**src/rtl/if_fetch_queue.sv**
```systemverilog
// Instruction fetch stage: credit-limited pipelined imem requests feeding a QDEPTH-entry queue to ID.
// Define IF_PERF_CNT_EN to add fetch/drop/stall performance counters.
module if_fetch_queue #(
    parameter int              XLEN     = 32,
    parameter int              QDEPTH   = 4,
    parameter logic [XLEN-1:0] RESET_PC = '0
) (
    input  logic            clk,
    input  logic            rst,
    input  logic            redirect_valid,
    input  logic [XLEN-1:0] redirect_pc,
    output logic            imem_req_valid,
    output logic [XLEN-1:0] imem_req_addr,
    input  logic            imem_req_ready,
    input  logic            imem_resp_valid,
    input  logic [XLEN-1:0] imem_resp_data,
    output logic            if_valid_out,
    input  logic            if_ready_in,
    output logic [XLEN-1:0] if_pc_out,
    output logic [XLEN-1:0] if_npc_out,
    output logic [XLEN-1:0] if_ir_out
`ifdef IF_PERF_CNT_EN
    ,
    output logic [31:0]     perf_fetch_cnt,
    output logic [31:0]     perf_drop_cnt,
    output logic [31:0]     perf_stall_cnt
`endif
);

    localparam int CW = $clog2(QDEPTH + 1);
    localparam int IW = $clog2(QDEPTH);

    typedef enum logic {RUN, FLUSH} mode_e;

    logic [XLEN-1:0] fetch_pc, resp_pc;
    logic [CW-1:0]   count, outstanding, drop_cnt;
    logic [IW-1:0]   rd_ptr, wr_ptr;
    logic [XLEN-1:0] pc_mem [QDEPTH];
    logic [XLEN-1:0] ir_mem [QDEPTH];

    mode_e         mode;
    logic [CW+1:0] budget;
    logic          credit, req_fire, resp_push, resp_drop, resp_tracked, pop;
    logic [CW:0]   redirect_drop;

    assign mode   = (drop_cnt != '0) ? FLUSH : RUN;
    assign budget = {2'b00, count} + {2'b00, outstanding} + {2'b00, drop_cnt};
    assign credit = budget < (CW+2)'(QDEPTH);

    assign imem_req_valid = !rst && !redirect_valid && credit;
    assign imem_req_addr  = {fetch_pc[XLEN-1:2], 2'b00};
    assign req_fire       = imem_req_valid && imem_req_ready;

    // A response is only ours if something is actually in flight; stray ones are ignored.
    assign resp_tracked = imem_resp_valid && (drop_cnt != '0 || outstanding != '0);
    assign resp_drop    = imem_resp_valid && (mode == FLUSH || (redirect_valid && outstanding != '0));
    assign resp_push    = imem_resp_valid && mode == RUN && outstanding != '0 && !redirect_valid;

    assign if_valid_out = !rst && count != '0;
    assign pop          = if_valid_out && if_ready_in && !redirect_valid;
    assign if_pc_out    = pc_mem[rd_ptr];
    assign if_npc_out   = pc_mem[rd_ptr] + XLEN'(4);
    assign if_ir_out    = ir_mem[rd_ptr];

    // Everything still in flight at a redirect belongs to the old stream and must be discarded.
    assign redirect_drop = {1'b0, drop_cnt} + {1'b0, outstanding} - (CW+1)'(resp_tracked);

    // NOTE: sequential state uses non-blocking assignments so every register samples pre-edge values.
    always_ff @(posedge clk) begin
        if (rst) begin
            fetch_pc    <= RESET_PC;
            resp_pc     <= RESET_PC;
            count       <= '0;
            outstanding <= '0;
            drop_cnt    <= '0;
            rd_ptr      <= '0;
            wr_ptr      <= '0;
        end else if (redirect_valid) begin
            fetch_pc    <= redirect_pc;
            resp_pc     <= redirect_pc;
            count       <= '0;
            outstanding <= '0;
            drop_cnt    <= CW'(redirect_drop);
            rd_ptr      <= '0;
            wr_ptr      <= '0;
        end else begin
            if (req_fire) fetch_pc <= fetch_pc + XLEN'(4);
            if (resp_push) begin
                resp_pc <= resp_pc + XLEN'(4);
                wr_ptr  <= wr_ptr + IW'(1);
            end
            if (pop) rd_ptr <= rd_ptr + IW'(1);
            if (resp_drop) drop_cnt <= drop_cnt - CW'(1);
            count       <= count + CW'(resp_push) - CW'(pop);
            outstanding <= outstanding + CW'(req_fire) - CW'(resp_push);
        end
    end

    // NOTE: queue storage has no reset; count gates the head outputs so stale contents are never seen.
    always_ff @(posedge clk) begin
        if (resp_push) begin
            pc_mem[wr_ptr] <= resp_pc;
            ir_mem[wr_ptr] <= imem_resp_data;
        end
    end

`ifdef IF_PERF_CNT_EN
    always_ff @(posedge clk) begin
        if (rst) begin
            perf_fetch_cnt <= '0;
            perf_drop_cnt  <= '0;
            perf_stall_cnt <= '0;
        end else begin
            if (req_fire) perf_fetch_cnt <= perf_fetch_cnt + 32'd1;
            if (resp_drop) perf_drop_cnt <= perf_drop_cnt + 32'd1;
            if (if_valid_out && !if_ready_in) perf_stall_cnt <= perf_stall_cnt + 32'd1;
        end
    end
`endif

`ifndef SYNTHESIS
    always_ff @(posedge clk) begin
        if (!rst) begin
            assert (!(imem_resp_valid && outstanding == '0 && drop_cnt == '0));
            assert (!(resp_push && count == CW'(QDEPTH)));
        end
    end
`endif

endmodule
```
**config.mk**
```make
export PLATFORM = sky130hd
export DESIGN_NAME = if_fetch_queue
export DESIGN_NICKNAME = d
export VERILOG_FILES = /design/src/rtl/if_fetch_queue.sv
export SDC_FILE = /design/constraint.sdc
export NUM_CORES = 1
export LEC_CHECK = 0
export ABC_AREA = 1
export CAP_MARGIN = 20
export CELL_PAD_IN_SITES_DETAIL_PLACEMENT = 1
export CELL_PAD_IN_SITES_GLOBAL_PLACEMENT = 2
export CORE_MARGIN = 3
export CORE_UTILIZATION = 31
export DETAILED_ROUTE_END_ITERATION = 10
export PLACE_DENSITY_LB_ADDON = 0.12
export REMOVE_ABC_BUFFERS = 1
export SYNTH_ARGS = -nofsm -noshare
export SYNTH_HDL_FRONTEND = slang
export SYNTH_SLANG_ARGS = --single-unit
```
**constraint.sdc**
```tcl
create_clock -name clk -period 4.72 [get_ports clk]
set_input_delay 0.944 -clock clk [delete_from_list [all_inputs] [get_ports clk]]
set_output_delay 0.944 -clock clk [all_outputs]
set_load 0.01 [all_outputs]
```
==> results of run 1 <==
cells in the final DEF, fill, tap and decap left out, drive strengths merged, types with 35 or more instances in the layout:
cell type      synthesis  layout
o21ai                116     116
inv                  135     136
edfxtp               256     256
o22ai                 35      35
clkbuf                30      49
nand3                113     113
nand2                558     558
nor2                 255     255
dfxtp                 77      77
a21oi                 52      52
clkdlybuf4s50          0     196
power breakdown:
group,total [mW],internal [mW],switching [mW]
clock,3.25,1.99,1.26
sequential,3.27,3.19,0.0719
combinational,0.384,0.172,0.212
cell families after synthesis:
family	share of synthesized area, %
xor gates and xnor gates	2.17
buffers and inverters	5.71
and+or+nand+nor	25.4
other	0.0232
AOI/OAI and AO/OA	7.53
DFF	57.1
adders and majority gates	2.14
flip-flops by register name, summed over array words and instances, names as in the netlist, named ones only:
register / count
ir_mem: 128
rd_ptr: 2
count: 3
wr_ptr: 2
drop_cnt: 3
pc_mem: 128
fetch_pc: 30
resp_pc: 32
outstanding: 3
what timing repair did:
action / 4_1_cts / 5_1_grt
setup endpoints to repair: 0 / 7
buffers inserted: 0 / 0
resized for setup: 0 / 3
through the flow:
step	TNS, ns	util [%]	cell area, um2
CTS	0	39.2	20200
global route	-0.0162	39.3	20200
floorplan	-111.96	-	15800
finish	0	39.3	20200
detailed placement	0	36.5	18800
global placement	0	36.5	18800
critical path, delay by kind of cell, from the launching register on:
kind | cells | cell delay (ns)
flip-flops | 1 | 0.49
AND/OR/NAND/NOR | 6 | 0.81
XOR/XNOR | 1 | 0.24
buffers and inverters | 3 | 1.06
adder cells (fa/ha/maj) | 1 | 0.30
path summary, 6_finish.rpt:
path | cells past startpoint | startpoint | endpoint
min reg2reg | 2 | rd_ptr[1]$_SDFFE_PP0P_ | flop
min | 2 | rd_ptr[1]$_SDFFE_PP0P_ | flop
max reg2reg | 15 | outstanding[1]$_SDFF_PP0_ | fetch_pc[27]$_SDFFE_PP0P_
max | 11 | flop | if_npc_out[16]
area by class of cell:
cell class	count	area [um2]	area share, %
sequential	333	9230	45.7
inverter	135	517	2.56
tap	680	851	4.21
clock inverter	25	338	1.67
multi-input combinational	1263	6050	29.9
clock buffer	49	1060	5.22
timing repair buffer	215	2170	10.7
per-layer routing:
layer	vias to the layer above	track usage (%)
met5	-	0
met4	0	5.11
met3	68	3.06
met2	212	32.5
met1	6296	24.6
li1	6355	-
==> out/results.txt, run 1 <==
Status: completed
Clk pin slew, worst setup/hold paths: 0.06 ns
Minimum clock period: 4.42 ns
Number of flops mapped to enable cells by yosys: 256
Number of DRC markers in iteration 0: 588
FF+latch count, synth: 333
Fillers: 5952
Syn Inst Count: 1803
Yosys top cell area share: 47.5%
Sequential fraction of the synthesis area: 57.1%
CP startpoint kind: flop
Post-place setup slack: 0.695 ns
Antenna cells: 0
Slew HR: 31.4%
DRC: 0
Final nets: 2082
FF-to-FF setup slack: 1.35 ns
Fin cells: 2700
Root Driver: clkbuf_16
Critical Path RT: 3.78 ns
Die Width: 234 um
Max-slew violations: 0
Worst Skew: 0.0245 ns
CTS Buf Count: 40
Vias in the first global route: 13300
Yosys warnings: 0
Worst hold path type: flop to flop
Maximum VDD drop: 223 uV
Die footprint: 54900 um2
Layout cell share with drive strength beyond 1: 7.33%
Longest Clk Path Bufs: 3
Critical Path AT: 3.48 ns
Fin worst setup slack: 0.296 ns
Leak Pwr: 7.45 nW
Core area: 51500 um2
Top post-synthesis cells by area: edfxtp_1, nand2_1, dfxtp_1
Num rows: 83
Top Layer Used: met4
I/O pin cnt: 200
Most Frequent Cell on Critical Path: nand2_1
Worst skew pair latency: 0.57 ns
Placed Cells: 2626
GRT Total Usage: 18.9%
Hold WS: 0.479 ns
Hold Vio Cnt, Final: 0
Port Buffers: 197
Synthesized area: 16200 um2
Fmax: 0.226 GHz
Routed length per instance: 19.3 um
Power per cell area: 341 nW/um2
Num Clock Sinks: 333
Post-synth top cells: nand2_1, edfxtp_1, nor2_1
Synth area leader: edfxtp_1
Pwr Total: 6.90 mW
H-tree levels: 2
GRT overflow: 0
# setup viols final: 0
Drt via density: 4.79
Crit path max fanout: 65
Slew @ Worst Pin: 1.03 ns
Critical path class: flop to output port
Most common cell in the netlist: nand2_1
RSZ-0062 raised after global routing: yes
Crit-path max cell delay: 0.59 ns
First-pass iteration count of the detailed router: 5
Final period util: 93.7%
CTS Hold Bufs: 0
M1 WL: 23.5 mm
Initial Utilization: 31.4%
Largest net degree at the start of global routing: 70
Avg Inst Size Synth: 8.97 um2
Maxcap violations: 0
Detailed-placement wirelength estimate: 36.1 mm
Area grow syn2layout: 25.0%
Synth async-reset ratio: 0%
Netlist cell types: 47
Metal3 WL: 2.06 mm
Crit path capture type: output port
Die Y: 234 um
CTS tree: done
Initial antenna violation count: 0
Vias: 12900
CP cell instances: inv_8 > nand2_1 > nand3_1 > nand2_1 > inv_2 > ha_1 > nand2_4 > nor2_2 > nand2_1 > xor2_1 > clkdlybuf4s50_1
WL met2: 25.1 mm
Slowest CP cell: clkdlybuf4s50_1
Gpl congestion: 0.831
Routed wire length: 52.0 mm
Synth Flop Type: edfxtp_1
DRT antenna net count: 0
First-pass GRT wire length: 79.3 mm
Power figures use the tool's default switching activity.
==> inputs of run 2 (changes only) <==
--- a/config.mk
+++ b/config.mk
@@ -9,7 +9,6 @@
 export CAP_MARGIN = 20
 export CELL_PAD_IN_SITES_DETAIL_PLACEMENT = 1
 export CELL_PAD_IN_SITES_GLOBAL_PLACEMENT = 2
-export CORE_MARGIN = 3
 export CORE_UTILIZATION = 31
 export DETAILED_ROUTE_END_ITERATION = 10
 export PLACE_DENSITY_LB_ADDON = 0.12
==> constraint.sdc (replaced) <==
create_clock -name clk -period 4.72 [get_ports clk]
set_input_delay 0.944 -clock clk [delete_from_list [all_inputs] [get_ports clk]]
set_output_delay 0.944 -clock clk [all_outputs]
set_load 0.1 [all_outputs]
==> run 2 against run 1 <==
Effect of this change: flip-flop and latch count is the same; via count shrank 0.35%; highest routed layer unchanged; design area shrank 1.1%; non-clock buffer count grew 1; register-to-register slack gained 0.04 ns; hold slack lost 0.012 ns; clock skew shrank 0.0015 ns; first-iteration DRC count grew 3.1%.
==> out/results.txt, run 2 (same netlist as run 1, synthesis figures left out) <==
Final nets: 2083 (+0.048%)
Largest net degree at the start of global routing: 72 (+2.9%)
Area grow syn2layout: 23.7%
Worst skew pair latency: 0.57 ns (about the same)
Crit path max fanout: 71 (+9.2%)
Num Clock Sinks: 333 (unchanged)
Die Width: 230 um (-1.7%)
Critical Path RT: 3.78 ns (about the same)
Die Y: 230 um (-1.7%)
Vias in the first global route: 13200 (-1.1%)
Final Core Density: 38.9% (-0.35 points)
Initial Utilization: 31.5% (+0.063 points)
GRT Total Usage: 19.2% (+0.30 points)
Routed length per instance: 18.9 um (-2.1%)
Layout cell share with drive strength beyond 1: 12.1% (+4.8 points)
Num rows: 83 (unchanged)
Crit-path max cell delay: 0.44 ns (-0.15 ns)
Slew HR: 34.1% (+2.7 points)
Commonest non-fill, non-tap cells in the layout: nand2_1, edfxtp_1, nor2_1
Core area: 51400 um2 (-0.20%)
Fmax: 0.236 GHz (+4.5%)
Hold Vio Cnt, Final: 0 (unchanged)
Root Driver: clkbuf_16
Slew @ Worst Pin: 0.985 ns (-0.0399 ns)
First-pass GRT wire length: 78.0 mm (-1.7%)
CTS Buf Count: 40 (unchanged)
WL met2: 24.7 mm (-1.7%)
Origin of the critical flop-to-flop path: outstanding[1]$_SDFF_PP0_
Status: completed
Clk pin slew, worst setup/hold paths: 0.06 ns (about the same)
Routed wire length: 50.9 mm (-2.2%)
Antenna cells: 0 (unchanged)
Worst Skew: 0.0230 ns (-0.00150 ns)
Hold Path Origin: rd_ptr[1]$_SDFFE_PP0P_
Port Buffers: 197 (unchanged)
Vias: 12900 (-0.35%)
CTS tree: done
Maximum VDD drop: 216 uV (-2.8%)
M1 WL: 23.5 mm (about the same)
Gpl congestion: 0.800 (-3.7%)
# setup viols final: 0 (unchanged)
Power per cell area: 341 nW/um2 (-0.16%)
CP Buf/Inv Count: 3 (unchanged)
Setup repair bufs after CTS: 0 (unchanged)
Final period util: 89.7% (-4.0 points)
Worst hold path type: flop to flop
Fillers: 5913 (-0.66%)
I/O pin cnt: 200 (unchanged)
Number of DRC markers in iteration 0: 606 (+3.1%)
Detailed-placement wirelength estimate: 35.5 mm (-1.6%)
Pwr Total: 6.81 mW (-1.3%)
Critical Path AT: 3.29 ns (-0.19 ns)
Worst path top cell family by delay: simple AND/OR/NAND/NOR gates
Metal3 WL: 1.72 mm (-17%)
DRC: 0 (unchanged)
Minimum clock period: 4.23 ns (-0.191 ns)
Number of gates resized after cts: 0 (unchanged)
Initial antenna violation count: 0 (unchanged)
CP startpoint kind: flop
Die footprint: 53100 um2 (-3.4%)
Max-slew violations: 0 (unchanged)
CP cell instances: inv_6 > nand2_1 > nand3_1 > nand2_1 > inv_2 > ha_1 > nand2_4 > nor2_2 > nand2_1 > xor2_1 > buf_12
RSZ-0062 raised after global routing: no
Crit path capture type: output port
Most Frequent Cell on Critical Path: nand2_1
DRT antenna net count: 0 (unchanged)
Longest Clk Path Bufs: 3 (unchanged)
Maxcap violations: 0 (unchanged)
Drt via density: 4.77 (-0.31%)
GRT overflow: 0 (unchanged)
CTS Hold Bufs: 0 (unchanged)
Slowest CP cell: dfxtp_4
H-tree levels: 2 (unchanged)
Leak Pwr: 7.55 nW (+1.4%)
Top Layer Used: met4
First-pass iteration count of the detailed router: 5 (unchanged)
Largest regs: ir_mem x128, pc_mem x128, resp_pc x32
Critical path class: flop to output port
Commonest non-fill, non-tap cell in the layout: nand2_1
## run 2: worst reg2reg max path: stages, from the launching register on
cell,delay [ns]
dfxtp_1,0.44
inv_1,0.13
fa_1,0.48
a21oi_1,0.17
fa_1,0.49
nor3b_2,0.24
nand3_1,0.14
ha_1,0.29
inv_1,0.06
ha_1,0.13
inv_1,0.05
fa_1,0.36
inv_1,0.08
o21ai_0,0.09
a21oi_1,0.13
## run 2: metrics by stage
step | instance area (um2) | setup TNS [ns] | std cells | worst slack [ns] | hold slack (ns)
after floorplan | 15800 | -190.07 | 1731 | -2.92 | 0.437
after global placement | 18700 | 0 | 2627 | 1.05 | 0.448
after detailed placement | 18700 | 0 | 2627 | 0.991 | 0.454
after CTS | 20000 | 0 | 2699 | 0.379 | 0.466
after global routing | 20000 | 0 | 2699 | 0.165 | 0.495
final | 20000 | 0 | 2699 | 0.486 | 0.466
## run 2: power breakdown
| group | internal (mW) | switching (mW) |
|---|---|---|
| logic | 0.174 | 0.362 |
| registers | 3.19 | 0.0725 |
| clock network | 1.76 | 1.24 |
## run 2: final timing paths
kind,end,slack (ns),cells after the start
max,if_npc_out[18],0.49,11
max reg2reg,outstanding[2]$_SDFF_PP0_,1.39,14
min reg2reg,flop,0.47,2
min,flop,0.47,2
## run 2: metal layers
layer / vias to the layer above / track usage [%]
li1: 6353 / -
met1: 6264 / 25.1
met5: - / 0
met2: 212 / 33.1
met3: 57 / 2.85
met4: 0 / 4.66
## run 2: cell type report
cell class	count	area, um2	share of cell area (%)
flip-flops and latches	333	9230	46.2
inverters	135	514	2.57
clock buffers	52	1060	5.28
well taps	680	851	4.25
repair buffers	216	2060	10.3
multi-input cells	1263	6050	30.3
clock inverters	20	228	1.14
